--- config.mk ---
export PLATFORM = sky130hd
export DESIGN_NAME = legv8_mc_ctrl
export DESIGN_NICKNAME = d
export VERILOG_FILES = /design/src/rtl/legv8_pkg.sv /design/src/rtl/legv8_opdecode.sv /design/src/rtl/legv8_mc_ctrl.sv
export SDC_FILE = /design/constraint.sdc
export NUM_CORES = 1
export LEC_CHECK = 0
export CORE_ASPECT_RATIO = 0.9
export CORE_MARGIN = 2
export CORE_UTILIZATION = 49
export DETAILED_ROUTE_END_ITERATION = 10
export GPL_TIMING_DRIVEN = 0
export PLACE_DENSITY = 0.87
export RECOVER_POWER = 100
export SYNTH_ARGS = -nofsm -noshare
export SYNTH_HDL_FRONTEND = slang
export SYNTH_HIERARCHICAL = 1
export SYNTH_SLANG_ARGS = --single-unit
--- constraint.sdc ---
create_clock -name clk -period 3.6 [get_ports clk]
set_input_delay 0.72 -clock clk [delete_from_list [all_inputs] [get_ports clk]]
set_output_delay 0.72 -clock clk [all_outputs]
set_load 0.03 [all_outputs]
--- src/rtl/legv8_pkg.sv ---
// Shared types and constants for the LEGv8 multicycle control sequencer.
package legv8_pkg;

    localparam int unsigned OP_W = 11;

    typedef enum logic [2:0] {
        ST_FETCH  = 3'd0,
        ST_DECODE = 3'd1,
        ST_EXEC   = 3'd2,
        ST_MEM    = 3'd3,
        ST_WB     = 3'd4,
        ST_TRAP   = 3'd7
    } state_e;

    typedef enum logic [2:0] {
        CLS_R  = 3'd0,
        CLS_I  = 3'd1,
        CLS_LD = 3'd2,
        CLS_ST = 3'd3,
        CLS_CB = 3'd4,
        CLS_B  = 3'd5
    } instr_class_e;

    localparam logic [1:0] SEU_I  = 2'b00;
    localparam logic [1:0] SEU_B  = 2'b01;
    localparam logic [1:0] SEU_CB = 2'b10;
    localparam logic [1:0] SEU_D  = 2'b11;

    localparam logic [1:0] ALU_ADD   = 2'b00;
    localparam logic [1:0] ALU_PASSB = 2'b01;
    localparam logic [1:0] ALU_FUNCT = 2'b10;

    localparam logic [1:0] PC_SRC_SEQ  = 2'b00;
    localparam logic [1:0] PC_SRC_BR   = 2'b01;
    localparam logic [1:0] PC_SRC_HOLD = 2'b10;

    localparam logic [OP_W-1:0] MASK_FULL = 11'b11111111111;
    localparam logic [OP_W-1:0] MASK_I    = 11'b11111111110;
    localparam logic [OP_W-1:0] MASK_CB   = 11'b11111111000;
    localparam logic [OP_W-1:0] MASK_B    = 11'b11111100000;

    localparam logic [OP_W-1:0] OP_ADD  = 11'b10001011000;
    localparam logic [OP_W-1:0] OP_SUB  = 11'b11001011000;
    localparam logic [OP_W-1:0] OP_AND  = 11'b10001010000;
    localparam logic [OP_W-1:0] OP_ORR  = 11'b10101010000;
    localparam logic [OP_W-1:0] OP_ADDI = 11'b10010001000;
    localparam logic [OP_W-1:0] OP_SUBI = 11'b11010001000;
    localparam logic [OP_W-1:0] OP_LDUR = 11'b11111000010;
    localparam logic [OP_W-1:0] OP_STUR = 11'b11111000000;
    localparam logic [OP_W-1:0] OP_CBZ  = 11'b10110100000;
    localparam logic [OP_W-1:0] OP_B    = 11'b00010100000;

    // Control strobes driven onto the shared datapath.
    typedef struct packed {
        logic       pc_write;
        logic [1:0] pc_src;
        logic       ir_write;
        logic [1:0] sseu;
        logic       reg2loc;
        logic       alu_src;
        logic [1:0] alu_op;
        logic       mem_read;
        logic       mem_write;
        logic       i_or_d;
        logic       reg_write;
        logic       mem_to_reg;
        logic       trap;
    } ctrl_t;

    function automatic logic op_match(input logic [OP_W-1:0] op,
                                      input logic [OP_W-1:0] pat,
                                      input logic [OP_W-1:0] mask);
        return (op & mask) == (pat & mask);
    endfunction

endpackage

--- src/rtl/legv8_opdecode.sv ---
// Combinational opcode classifier: instruction class plus illegal flag.
module legv8_opdecode
    import legv8_pkg::*;
(
    input  logic [OP_W-1:0] opcode_i,
    output instr_class_e    class_o,
    output logic            illegal_o
);

    always_comb begin
        class_o   = CLS_R;
        illegal_o = 1'b0;
        if (op_match(opcode_i, OP_ADD, MASK_FULL) || op_match(opcode_i, OP_SUB, MASK_FULL) ||
            op_match(opcode_i, OP_AND, MASK_FULL) || op_match(opcode_i, OP_ORR, MASK_FULL)) begin
            class_o = CLS_R;
        end else if (op_match(opcode_i, OP_ADDI, MASK_I) || op_match(opcode_i, OP_SUBI, MASK_I)) begin
            class_o = CLS_I;
        end else if (op_match(opcode_i, OP_LDUR, MASK_FULL)) begin
            class_o = CLS_LD;
        end else if (op_match(opcode_i, OP_STUR, MASK_FULL)) begin
            class_o = CLS_ST;
        end else if (op_match(opcode_i, OP_CBZ, MASK_CB)) begin
            class_o = CLS_CB;
        end else if (op_match(opcode_i, OP_B, MASK_B)) begin
            class_o = CLS_B;
        end else begin
            illegal_o = 1'b1;
        end
    end

endmodule

--- src/rtl/legv8_mc_ctrl.sv ---
// LEGv8 multicycle control sequencer: FETCH/DECODE/EXEC/MEM/WB with memory
// ready handshake, wait timeout and sticky trap.
module legv8_mc_ctrl
    import legv8_pkg::*;
#(
    parameter int unsigned OPW         = 11,
    parameter int unsigned MEM_TIMEOUT = 15
) (
    input  logic           clk,
    input  logic           rst_n,
    input  logic [OPW-1:0] opcode,
    input  logic           zero,
    input  logic           mem_ready,
    output logic           pc_write,
    output logic [1:0]     pc_src,
    output logic           ir_write,
    output logic [1:0]     sseu,
    output logic           reg2loc,
    output logic           alu_src,
    output logic [1:0]     alu_op,
    output logic           mem_read,
    output logic           mem_write,
    output logic           i_or_d,
    output logic           reg_write,
    output logic           mem_to_reg,
    output logic [2:0]     state,
    output logic           trap
);

    localparam int unsigned CNT_W = (MEM_TIMEOUT < 2) ? 1 : $clog2(MEM_TIMEOUT + 1);
    localparam logic [CNT_W:0] TIMEOUT_V = (CNT_W + 1)'(MEM_TIMEOUT);

    state_e            state_q, state_d;
    instr_class_e      class_q, class_d;
    logic [CNT_W-1:0]  wait_q, wait_d;
    logic [CNT_W:0]    wait_inc;
    logic              timeout;
    instr_class_e      dec_class;
    logic              dec_illegal;
    ctrl_t             ctrl;

    legv8_opdecode u_opdecode (
        .opcode_i  (OP_W'(opcode)),
        .class_o   (dec_class),
        .illegal_o (dec_illegal)
    );

    assign wait_inc = {1'b0, wait_q} + (CNT_W + 1)'(1);
    assign timeout  = (MEM_TIMEOUT != 0) && (wait_inc == TIMEOUT_V);

    always_ff @(posedge clk or negedge rst_n) begin
        if (!rst_n) begin
            state_q <= ST_FETCH;
            class_q <= CLS_R;
            wait_q  <= '0;
        end else begin
            state_q <= state_d;
            class_q <= class_d;
            wait_q  <= wait_d;
        end
    end

    // Next state and Moore strobes (plus handshake / zero qualified strobes).
    always_comb begin
        state_d     = state_q;
        class_d     = class_q;
        wait_d      = wait_q;
        ctrl        = '0;
        ctrl.pc_src = PC_SRC_HOLD;

        case (state_q)
            ST_FETCH: begin
                ctrl.mem_read = 1'b1;
                if (mem_ready) begin
                    ctrl.ir_write = 1'b1;
                    ctrl.pc_write = 1'b1;
                    ctrl.pc_src   = PC_SRC_SEQ;
                    state_d       = ST_DECODE;
                end else if (timeout) begin
                    state_d = ST_TRAP;
                end
            end
            ST_DECODE: begin
                class_d = dec_class;
                state_d = dec_illegal ? ST_TRAP : ST_EXEC;
            end
            ST_EXEC: begin
                state_d = ST_FETCH;
                case (class_q)
                    CLS_R: begin
                        ctrl.alu_op = ALU_FUNCT;
                        state_d     = ST_WB;
                    end
                    CLS_I: begin
                        ctrl.sseu    = SEU_I;
                        ctrl.alu_op  = ALU_FUNCT;
                        ctrl.alu_src = 1'b1;
                        state_d      = ST_WB;
                    end
                    CLS_LD, CLS_ST: begin
                        ctrl.sseu    = SEU_D;
                        ctrl.alu_op  = ALU_ADD;
                        ctrl.alu_src = 1'b1;
                        state_d      = ST_MEM;
                    end
                    CLS_CB: begin
                        ctrl.sseu    = SEU_CB;
                        ctrl.reg2loc = 1'b1;
                        ctrl.alu_op  = ALU_PASSB;
                        if (zero) begin
                            ctrl.pc_write = 1'b1;
                            ctrl.pc_src   = PC_SRC_BR;
                        end
                    end
                    CLS_B: begin
                        ctrl.sseu     = SEU_B;
                        ctrl.pc_write = 1'b1;
                        ctrl.pc_src   = PC_SRC_BR;
                    end
                    default: state_d = ST_TRAP;
                endcase
            end
            ST_MEM: begin
                ctrl.i_or_d = 1'b1;
                if (class_q == CLS_ST) begin
                    ctrl.mem_write = 1'b1;
                    ctrl.reg2loc   = 1'b1;
                end else begin
                    ctrl.mem_read = 1'b1;
                end
                if (mem_ready) begin
                    state_d = (class_q == CLS_ST) ? ST_FETCH : ST_WB;
                end else if (timeout) begin
                    state_d = ST_TRAP;
                end
            end
            ST_WB: begin
                ctrl.reg_write  = 1'b1;
                ctrl.mem_to_reg = (class_q == CLS_LD);
                state_d         = ST_FETCH;
            end
            ST_TRAP: begin
                ctrl.trap = 1'b1;
            end
            default: state_d = ST_TRAP;
        endcase

        // Wait counter runs only while an access is pending in the same state.
        if (state_d != state_q) begin
            wait_d = '0;
        end else if ((state_q == ST_FETCH || state_q == ST_MEM) && !mem_ready) begin
            wait_d = wait_inc[CNT_W-1:0];
        end

        // Strobes must drop immediately when reset is asserted mid-access.
        if (!rst_n) begin
            ctrl        = '0;
            ctrl.pc_src = PC_SRC_HOLD;
        end
    end

    assign pc_write   = ctrl.pc_write;
    assign pc_src     = ctrl.pc_src;
    assign ir_write   = ctrl.ir_write;
    assign sseu       = ctrl.sseu;
    assign reg2loc    = ctrl.reg2loc;
    assign alu_src    = ctrl.alu_src;
    assign alu_op     = ctrl.alu_op;
    assign mem_read   = ctrl.mem_read;
    assign mem_write  = ctrl.mem_write;
    assign i_or_d     = ctrl.i_or_d;
    assign reg_write  = ctrl.reg_write;
    assign mem_to_reg = ctrl.mem_to_reg;
    assign trap       = ctrl.trap;
    assign state      = state_q;

endmodule

---- Word level (Yosys, flattened, before mapping) ----
Index checks and enable logic that the tools add are counted.
storage, ports and cells
  flip-flop bits (word level) ............. 10
  memories ................................ 0
  input bits .............................. 15
  logic and storage cells ................. 80
  latch bits .............................. 0
  bits in read-only memories .............. 0
  bits in writable memories ............... 0
cells by class
  shifts and indexed selects .............. 0
  div/mod/pow operators ................... 0
  eq/ne operators ......................... 22
  reductions and logical operators ........ 14
  $mul .................................... 0
  order comparisons ....................... 0
  add/sub/neg operators ................... 1
  muxes and demuxes ....................... 40
  bitwise logic cells ..................... 0
operators by type and width
  kind                  number
  $eq 11x11->1 const B  6
  $mux 3                13
  $eq 10x10->1 const B  2
  $pmux 3 s6            1
  $mux 16               1
  $eq 3x2->1 const B    4
  $eq 3x3->1 const B    4
  $mux 1                12
  $mux 4                3
  $pmux 3 s2            2
  $pmux 3 s3            1
  $eq 8x8->1 const B    1
  $eq 3x1->1 const B    2
  $eq 6x3->1 const B    1
  $logic_not 3->1       2
  $mux 2                3
  $pmux 2 s3            1
  $reduce_or 2->1       3
  $add 4x1->5 const B   1
  $eq 5x4->1 const B    1
  $logic_or 1x1->1      5
  $pmux 1 s2            2
  $pmux 2 s2            1
  $ne 3x3->1            1
  other kinds (4)       4

---- Longest topological paths before layout ----
Gate-level depths: netlist of the first run.
  word-level depth ........................ 11
  depth in mapped cells ................... 9
  depth with buffers taken out ............ 9

---- Modules after synthesis ----
The synthesis of the first run kept the hierarchy.
by module, submodules not included
  module          area each (µm²)  cells each  times used  sequential area each (µm²)
  legv8_mc_ctrl   895.9            114         1           250.2
  legv8_opdecode  147.6            21          1           0.0

---- Least setup slack after synthesis of the first run ----
OpenSTA, ideal clock, no wires.
  path kind ............................... reg2out
  start point ............................. register state_q[1] (netlist: state[1])
  end point ............................... output port mem_to_reg
  cell stages (with the launch flop) ...... 5
  required time ........................... 2.880 ns
  slack ................................... 0.214 ns
  data arrival time ....................... 2.666 ns
  cell sequence ........................... dfrtp_1 -> buf_6 -> buf_2 -> nor3_1 -> nor4b_1
between the ends
  longest elaborated chain between the ends .. 3
ends and longest elaborated chain
  element                   RTL line              RTL
  start: declaration        legv8_mc_ctrl.sv:33   state_e state_q, state_d;
  start signal: assignment  legv8_mc_ctrl.sv:57   state_q <= state_d;
  $eq 3x3->1                legv8_mc_ctrl.sv:71   case (state_q)
  $mux 2                    legv8_mc_ctrl.sv:71
  $mux 16                   legv8_mc_ctrl.sv:156  if (!rst_n) begin
  end: declaration          legv8_mc_ctrl.sv:25   output logic mem_to_reg,
Every way passes these cells.

---- Final worst setup path of the first run ----
  start point ............................. input port rst_n
  end point ............................... output port pc_write
between the ends
  longest elaborated chain between the ends .. 1
ends and longest elaborated chain
  element             RTL line              RTL
  start: declaration  legv8_mc_ctrl.sv:10   input logic rst_n,
  $mux 16             legv8_mc_ctrl.sv:156
  end: declaration    legv8_mc_ctrl.sv:14   output logic pc_write,
Every way passes these cells.

==> results.yml, run 1 <==
drt:
  vias: 1169
  wirelength_um: 2820
  wl_per_cell_um: 14.4
  drt_first_pass_iters: 5
  drcViolationCount: 0
  antenna_left: 0
  drtIter0Drc: 45
  vias_per_cell: 5.96
power_and_ir_drop:
  p_leak_nw: 0.621
  ir_drop_mv: 0.196
  powerDensity_nw_per_um2: 176
clock_tree:
  cts_buffer_depth: 2
  cts_hold_buf: 0
  cts_buffers: 3
  numClockSinks: 10
  htree_levels: 1
  clk_latency_ns: 0.28
  cts_tree: "done"
  cts-root-buf: "clkbuf_4"
  path_clk_slew_ns: 0.08
critical_path:
  crit_type: "in2out"
  reg2reg_depth: 7
  r2r-start: "class_q[1]$_DFFE_PN0N_"
  crit_fanout: 13
  cp-start-kind: "input pin"
  path_cells: "clkdlybuf4s15_2 -> nand2_2 -> nor3b_2 -> and3_1 -> or2_2 -> dlygate4sd3_1"
  slowest_stage: "dlygate4sd3_1"
  crit_arrival_ns: 2.64
  cp_data_required_time_ns: 2.88
  slowest_delay_ns: 0.73
  reg2reg_slack_ns: 1.71
  end_kind: "output pin"
  timing.rr.end: "wait_q[0]$_DFFE_PN0P_"
synthesis:
  synth_cell_type_count: 48
  synthFlopType: "dfrtp_1"
  synth_top_area_frac: 0.240
  synthCells: 135
  yosysTopAreaCell: "dfrtp_1"
  yosys_warnings: 6
  synthesis.nets: 156
  synth_area_leaders: "dfrtp_1 (24%), ha_1 (7.2%), nor2_1 (6.8%)"
  async_flop_share: 1.00
  yosys_register_bits: 10
  synth_edf_count: 0
  ys_seq_area_frac: 0.240
  synth.avg_cell_area_um2: 7.73
  syn_area_um2: 1040
cells_and_area:
  fin_nets: 193
  seq_area_um2: 250
  area_growth_pct: 37.2
  multi_input_area_um2: 731
  drive_above_1_share: 0.123
  antenna_cells: 0
  nFillCells: 160
sta:
  rsz0062_at_grt: "false"
  timing.fmax_mhz: 298
  worstMarginPinSlew_ns: 0.510
  slew_headroom: 0.657
  hold_viol_final: 0
  setup_slack_ns: 0.244
  worst_clock_skew_ns: 0.00505
  finalCritPeriodShare: 0.932
  finalSetupTns_ns: 0
  finalSetupViolations: 0
  maxSlewViolCount: 0
  finalCriticalPeriod_ns: 3.36
floorplanning:
  die_w_um: 52.6
  die_h_um: 47.8
  std_cell_rows: 15
  core_area_um2: 1970
  ios: 34
  initial_core_util: 0.530
  die_area_um2: 2520
run:
  drv_cap: 0
grt:
  grt_overflow: 0
  globalRouteTotalUtil: 0.254
  first_global_vias: 1078
  grt_max_degree: 14
  grt_pass1_wl_um: 4630
  antenna_found_initial: 0
run_status:
  status: "completed"
place:
  pre_cts_ws_ns: -0.407
  place.gp.congestion: 0.885
  dp.final_hpwl_um: 2130
  io_buffers: 32
min_path:
  hp-class: "in2async"
-- cell type report --
cell class | count | share of cell area
multi-input combinational | 112 | 0.510
timing repair buffer | 32 | 0.225
buffer | 5 | 0.0219
clock buffer | 4 | 0.0253
inverter | 8 | 0.0210
sequential | 10 | 0.175
tap | 25 | 0.0219
-- critical path: cells and delay by family --
family	cells	cell delay, ns
simple gates	4	0.80
buf+inv	2	1.11
-- cells in the mapped netlist (2+ instances only) --
cell type,n
and2_1,3
a21oi_1,6
ha_1,6
nor3b_1,2
nand2_1,10
nand3_1,4
nand2b_1,2
dfrtp_1,10
buf_2,4
and4_1,2
o22ai_1,2
nor3_1,11
nor2b_1,2
mux2i_1,2
o21ai_0,5
inv_1,8
or2_2,2
xnor2_1,4
nor2_1,19
and3_1,3
-- how the worst max path moves through the flow --
stage / to / cells after the start / slack, ns / startpoint
finish: pc_write / 6 / 0.24 / rst_n
global route: pc_write / 6 / 0.13 / rst_n
CTS: pc_write / 6 / 0.11 / rst_n
detailed placement: pc_write / 6 / -0.41 / rst_n
global placement: pc_write / 6 / -0.31 / rst_n
floorplan: mem_to_reg / 4 / 0.21 / state[1]$_DFF_PN0_
-- per-stage QoR --
stage | power [mW] | hold slack (ns) | std cells | area [um^2] | util
after floorplan | 0.125 | 0.424 | 135 | 1040 | -
after global placement | 0.147 | 0.589 | 192 | 1400 | 0.708
after detailed placement | 0.148 | 0.608 | 192 | 1400 | 0.708
after CTS | 0.254 | 0.422 | 196 | 1430 | 0.727
after global routing | 0.263 | 0.430 | 196 | 1430 | 0.726
final | 0.252 | 0.417 | 196 | 1430 | 0.726
-- routing by layer --
layer	share of wire	GRT usage	vias up
met5	0	0	-
met4	0.023	0.133	0
met2	0.47	0.465	72
met3	0.085	0.0344	11
li1	-	-	560
met1	0.42	0.296	526
-- flip-flops by register name, summed over array words and instances (netlist names) --
signal and flops:
wait_q 4, class_q 3, state 3
-- logic make-up (layout without fill, tap and decap cells) --
family          after synthesis  count (layout)  share of synthesized area
simple gates                 72              72                      0.375
compound gates               27              27                      0.191
buf+inv                      13              49                     0.0588
flops                        10              10                      0.240
fa+ha+maj                     6               6                     0.0719
xor+xnor                      4               4                     0.0336
mux                           3               3                     0.0300
-- layout by cell type, fill, tap and decap left out, drive strengths merged, types with 3 or more instances in the layout --
cell type / count
dlygate4sd3: 20
dfrtp: 10
a21oi: 6
and2: 4
buf: 5
nand2: 11
nand3: 4
clkbuf: 4
xnor2: 4
clkdlybuf4s50: 11
o21ai: 6
inv: 8
and3: 3
nor2: 19
ha: 6
nor3: 12
-- repair_timing --
action / in CTS / in global routing
gates resized for setup: 3 / 1
cloned: 0 / 0
endpoints found under the hold margin: 0 / 0
buffers inserted: 0 / 0
setup endpoints to repair: 9 / 2
-- report_power, final --
group	switching, mW	internal [mW]	total [mW]
combinational	0.0152	0.0176	0.0327
sequential	0.00000000000000000556	0.112	0.112
clock	0.0454	0.0615	0.107
total	0.0606	0.191	0.252
Power figures use the tool's default switching activity.
==> inputs of run 2 (changes only) <==
--- a/config.mk
+++ b/config.mk
@@ -10,9 +10,8 @@
 export CORE_UTILIZATION = 49
 export DETAILED_ROUTE_END_ITERATION = 10
 export GPL_TIMING_DRIVEN = 0
-export PLACE_DENSITY = 0.87
+export PLACE_DENSITY = 0.88
 export RECOVER_POWER = 100
 export SYNTH_ARGS = -nofsm -noshare
 export SYNTH_HDL_FRONTEND = slang
-export SYNTH_HIERARCHICAL = 1
 export SYNTH_SLANG_ARGS = --single-unit
==> run 2 against run 1 <==
Sequential power up 41%. Maximum frequency up 0.81%. Register-to-register slack worse by 0.07 ns. Critical endpoint unchanged. Final area down 2.0%. Final cell count down 3.1%.
==> results.yml, run 2 <==
run_status:
  status: "completed"
critical_path:
  crit_buf_inv: 2
  slowest_delay_ns: 0.66
  cp_data_required_time_ns: 2.88
  crit_arrival_ns: 2.61
  slowest_stage: "clkdlybuf4s50_1"
  crit_family: "buffers and inverters"
  end_kind: "output pin"
  reg2reg_slack_ns: 1.64
  worstSetupPathDepth: 7
  cp-start-kind: "input pin"
  path_cells: "clkdlybuf4s15_2 -> nand2b_1 -> nor3_2 -> nand2_1 -> nor3_1 -> or2_1 -> clkdlybuf4s50_1"
  reg2reg_depth: 7
  crit_fanout: 12
  crit_type: "in2out"
min_path:
  hp-class: "in2async"
synthesis:
  muxShareOfSynthArea: 0.00993
  synth_cell_type_count: 46
  yosys_register_bits: 10
  synthXorXnorAreaFrac: 0.0347
  synth_top_family_by_area: "simple AND/OR/NAND/NOR gates"
  syn_area_um2: 1010
  synthesis.nets: 150
  synth_common_cells: "nor2_1 (15), nand2_1 (12), dfrtp_1 (10)"
  synth.most_common_cell: "nor2_1"
  yosys_warnings: 0
  synth_area_leaders: "dfrtp_1 (25%), ha_1 (7.4%), nor2_1 (5.6%)"
  synth_edf_count: 0
  synthSimpleGateAreaFrac: 0.359
  synth_top_area_frac: 0.248
  ys_seq_area_frac: 0.248
  synthCells: 129
  synth_compound_area_frac: 0.230
  yosysTopAreaCell: "dfrtp_1"
  async_flop_share: 1.00
  synthFlopType: "dfrtp_1"
  synth_fa_ha_area_frac: 0.0744
  synth.avg_cell_area_um2: 7.82
power_and_ir_drop:
  p_leak_nw: 0.566
  ir_drop_mv: 0.330
  powerDensity_nw_per_um2: 280
  p_total_mw: 0.393
drt:
  vias: 1133
  antenna_left: 0
  wl_per_cell_um: 13.5
  drcViolationCount: 0
  vias_per_cell: 5.96
  drt_first_pass_iters: 5
  drtIter0Drc: 30
  wirelength_um: 2570
sta:
  finalCriticalPeriod_ns: 3.33
  rsz0062_at_grt: "false"
  whs_ns: 0.404
  finalSetupTns_ns: 0
  timing.fmax_mhz: 300
  slew_headroom: 0.733
  finalSetupViolations: 0
  hold_viol_final: 0
  finalCritPeriodShare: 0.925
  maxSlewViolCount: 0
  worst_clock_skew_ns: 0.00690
  worstMarginPinSlew_ns: 0.400
clock_tree:
  htree_levels: 1
  cts_setup_buffers: 0
  path_clk_slew_ns: 0.08
  numClockSinks: 10
  cts_tree: "done"
  cts-root-buf: "clkbuf_4"
  cts_buffers: 3
  clk_latency_ns: 0.28
  cts_buffer_depth: 2
floorplanning:
  die_h_um: 47.0
  std_cell_rows: 15
  ios: 34
  die_area_um2: 2440
  core_area_um2: 1930
  die_w_um: 51.8
  initial_core_util: 0.522
grt:
  grt_pass1_wl_um: 4000
  grt_overflow: 0
  first_global_vias: 985
  globalRouteTotalUtil: 0.228
  grt_max_degree: 13
  antenna_found_initial: 0
cells_and_area:
  top_register: "wait_q"
  fin_util: 0.726
  area_growth_pct: 39.1
  layout_commonest_cell: "dlygate4sd3_1"
  fin_nets: 187
  final_cell_area_um2: 1400
  antenna_cells: 0
  layout_common_cells: "dlygate4sd3_1 (18), nor2_1 (15), clkdlybuf4s50_1 (13)"
  drive_above_1_share: 0.103
  largest_register_ffs: 4
place:
  dp.final_hpwl_um: 2040
  io_buffers: 32
  placed_area_um2: 1360
  place.gp.congestion: 0.868
run:
  drv_cap: 0
run 2: path summary, 6_finish.rpt:
| kind | end | from |
|---|---|---|
| min | state[1]$_DFF_PN0_ | rst_n |
| min in group clk | wait_q[3]$_DFFE_PN0P_ | wait_q[3]$_DFFE_PN0P_ |
| min reg2reg | wait_q[3]$_DFFE_PN0P_ | wait_q[3]$_DFFE_PN0P_ |
| max in group asynchronous | wait_q[2]$_DFFE_PN0P_ | rst_n |
| max | pc_write | rst_n |
| max reg2reg | wait_q[1]$_DFFE_PN0P_ | wait_q[0]$_DFFE_PN0P_ |
run 2: where the power goes:
group	switching (mW)	internal, mW
Sequential	0.0289	0.129
Combinational	0.0699	0.0578
Clock	0.0456	0.0616
Total	0.144	0.248
run 2: layer usage:
layer | wire [um] | up-vias | GRT usage
li1 | - | 553 | -
met1 | 1070 | 521 | 0.256
met2 | 1250 | 53 | 0.397
met3 | 177 | 6 | 0.0510
met4 | 74 | 0 | 0.147
met5 | 0 | - | 0
run 2: worst register-to-register path, cell delays in order, from the launching register on:
cell      delay (ns)
dfrtp_1         0.41
inv_1           0.09
ha_1            0.21
nand3b_1        0.10
a21oi_2         0.05
or4_4           0.48
a31o_1          0.24
a211oi_1        0.26
run 2: cell type report:
cell class	instances	area, um^2
sequential	10	250
inverter	5	18.8
buffer	5	26.3
multi-input combinational	109	718
tap	25	31.3
timing repair buffer	32	322
clock buffer	4	36.3
fill	145	531
run 2: cell families after synthesis:
logic type | Yosys count
AND/OR/NAND/NOR | 65
AO/OA/AOI/OAI | 33
buffers and inverters | 10
flip-flops | 10
adder cells (fa/ha/maj) | 6
XOR/XNOR | 4
multiplexers | 1
run 2: repair_timing:
action                                 CTS  global route
setup endpoints to repair                9             1
resized for setup                        3             1
pin swaps                                0             0
endpoints found under the hold margin    0             0
hold buffers                             0             0
run 2: through the flow:
step | worst slack [ns] | std cells
floorplan | 0.189 | 129
global placement | -0.346 | 186
detailed placement | -0.404 | 186
CTS | 0.113 | 190
global route | 0.103 | 190
finish | 0.270 | 190
==> inputs of run 3 (changes only) <==
--- a/config.mk
+++ b/config.mk
@@ -6,7 +6,6 @@
 export NUM_CORES = 1
 export LEC_CHECK = 0
 export CORE_ASPECT_RATIO = 0.9
-export CORE_MARGIN = 2
 export CORE_UTILIZATION = 49
 export DETAILED_ROUTE_END_ITERATION = 10
 export GPL_TIMING_DRIVEN = 0
==> run 3 against run 2 <==
Critical path depth unchanged. First-iteration DRC count down 57%. Maximum frequency up 0.10%. Critical endpoint unchanged. Largest power group unchanged.
==> results.yml, run 3 (synthesized netlist as in run 2, its figures left out) <==
sta:
  slew_headroom: 0.711
  maxSlewViolCount: 0
  hold_viol_final: 0
  finalCriticalPeriod_ns: 3.33
  whs_ns: 0.405
  rsz0062_at_grt: "false"
  finalCritPeriodShare: 0.924
  worst_clock_skew_ns: 0.00712
  timing.fmax_mhz: 301
  worstMarginPinSlew_ns: 0.433
  finalSetupViolations: 0
  setup_slack_ns: 0.274
clock_tree:
  cts_setup_buffers: 0
  numClockSinks: 10
  htree_levels: 1
  cts-root-buf: "clkbuf_4"
  path_clk_slew_ns: 0.07
  cts_buffers: 3
  clk_latency_ns: 0.28
  cts_buffer_depth: 2
  cts_tree: "done"
cells_and_area:
  antenna_cells: 0
  final_cell_area_um2: 1400
  fin_nets: 187
  largest_register_ffs: 4
  area_growth_pct: 39.1
  drive_above_1_share: 0.103
  nFillCells: 149
  top_register: "wait_q"
  seq_area_um2: 250
  multi_input_area_um2: 718
  layout_commonest_cell: "dlygate4sd3_1"
  layout_common_cells: "dlygate4sd3_1 (18), nor2_1 (15), clkdlybuf4s50_1 (13)"
power_and_ir_drop:
  ir_drop_mv: 0.254
  p_leak_nw: 0.566
  powerDensity_nw_per_um2: 280
  p_total_mw: 0.393
run:
  drv_cap: 0
grt:
  globalRouteTotalUtil: 0.260
  grt_overflow: 0
  grt_pass1_wl_um: 4270
  grt_max_degree: 13
  first_global_vias: 1054
  antenna_found_initial: 0
place:
  io_buffers: 32
  place.gp.congestion: 0.875
  pre_cts_ws_ns: -0.405
  dp.final_hpwl_um: 2030
  placed_area_um2: 1360
min_path:
  hp-class: "in2async"
critical_path:
  crit_type: "in2out"
  crit_arrival_ns: 2.61
  crit_buf_inv: 2
  cp_data_required_time_ns: 2.88
  cp-start-kind: "input pin"
  slowest_stage: "clkdlybuf4s50_1"
  crit_family: "buffers and inverters"
  path_cells: "clkdlybuf4s15_2 -> nand2b_1 -> nor3_2 -> nand2_1 -> nor3_1 -> or2_1 -> clkdlybuf4s50_1"
  end_kind: "output pin"
  slowest_delay_ns: 0.66
  crit_fanout: 12
floorplanning:
  die_h_um: 45.0
  die_w_um: 49.8
  std_cell_rows: 15
  core_area_um2: 1930
  initial_core_util: 0.522
  die_area_um2: 2240
  ios: 34
drt:
  wl_per_cell_um: 13.2
  vias: 1108
  antenna_left: 0
  drcViolationCount: 0
  vias_per_cell: 5.83
  wirelength_um: 2520
  drtIter0Drc: 13
  drt_first_pass_iters: 4
run_status:
  status: "completed"
==> run 3: cell counts in the layout (fill, tap and decap cells not counted) <==
No cell type changed its count.
==> run 3: worst paths after layout <==
path / from / endpoint / slack (ns) / cells past startpoint
setup / recovery: rst_n / pc_write / 0.27 / 7
hold reg to reg: wait_q[3]$_DFFE_PN0P_ / wait_q[3]$_DFFE_PN0P_ / 0.63 / 2
max in group asynchronous: rst_n / class_q[2]$_DFFE_PN0P_ / 2.96 / 1
hold / removal: rst_n / state[1]$_DFF_PN0_ / 0.40 / 1
setup reg to reg: wait_q[0]$_DFFE_PN0P_ / wait_q[3]$_DFFE_PN0P_ / 1.64 / 7
min in group clk: wait_q[3]$_DFFE_PN0P_ / wait_q[3]$_DFFE_PN0P_ / 0.63 / 2
==> run 3: worst register-to-register path, cell delays in order (launching register included) <==
cell,delay [ns]
dfrtp_1,0.42
inv_1,0.09
ha_1,0.21
nand3b_1,0.11
a21oi_2,0.05
or4_4,0.48
a31o_1,0.25
a211oi_1,0.25
==> run 3: per-stage QoR <==
step | TNS (ns) | utilization | std cells
6_report | 0 | 0.726 | 190
5_1_grt | 0 | 0.726 | 190
2_1_floorplan | 0 | - | 129
4_1_cts | 0 | 0.723 | 190
3_5_place_dp | -1.98 | 0.704 | 186
3_3_place_gp | -1.84 | 0.704 | 186
==> run 3: cell type report <==
class | instances | area share
clock buffers | 4 | 0.0259
repair buffers | 32 | 0.229
inverters | 5 | 0.0134
multi-input cells | 109 | 0.512
well taps | 25 | 0.0223
plain buffers | 5 | 0.0187
flip-flops and latches | 10 | 0.178
==> run 3: per-layer routing <==
metal	vias up	track usage	wire, um
met2	44	0.470	1240
li1	551	-	-
met1	508	0.288	1080
met3	5	0.0337	138
met5	-	0	0
met4	0	0.183	58
==> run 3: where the power goes <==
group          switching [mW]  internal, mW  leakage [nW]
registers              0.0288         0.129         0.119
clock network          0.0437        0.0616        0.0210
logic                  0.0717        0.0577         0.425
total                   0.144         0.248         0.566
==> run 3: timing repair <==
action	4_1_cts	5_1_grt
gates cloned	0	0
endpoints found under the setup margin	8	2
pin swaps	0	0
gates resized for setup	3	1
hold buffers	0	0
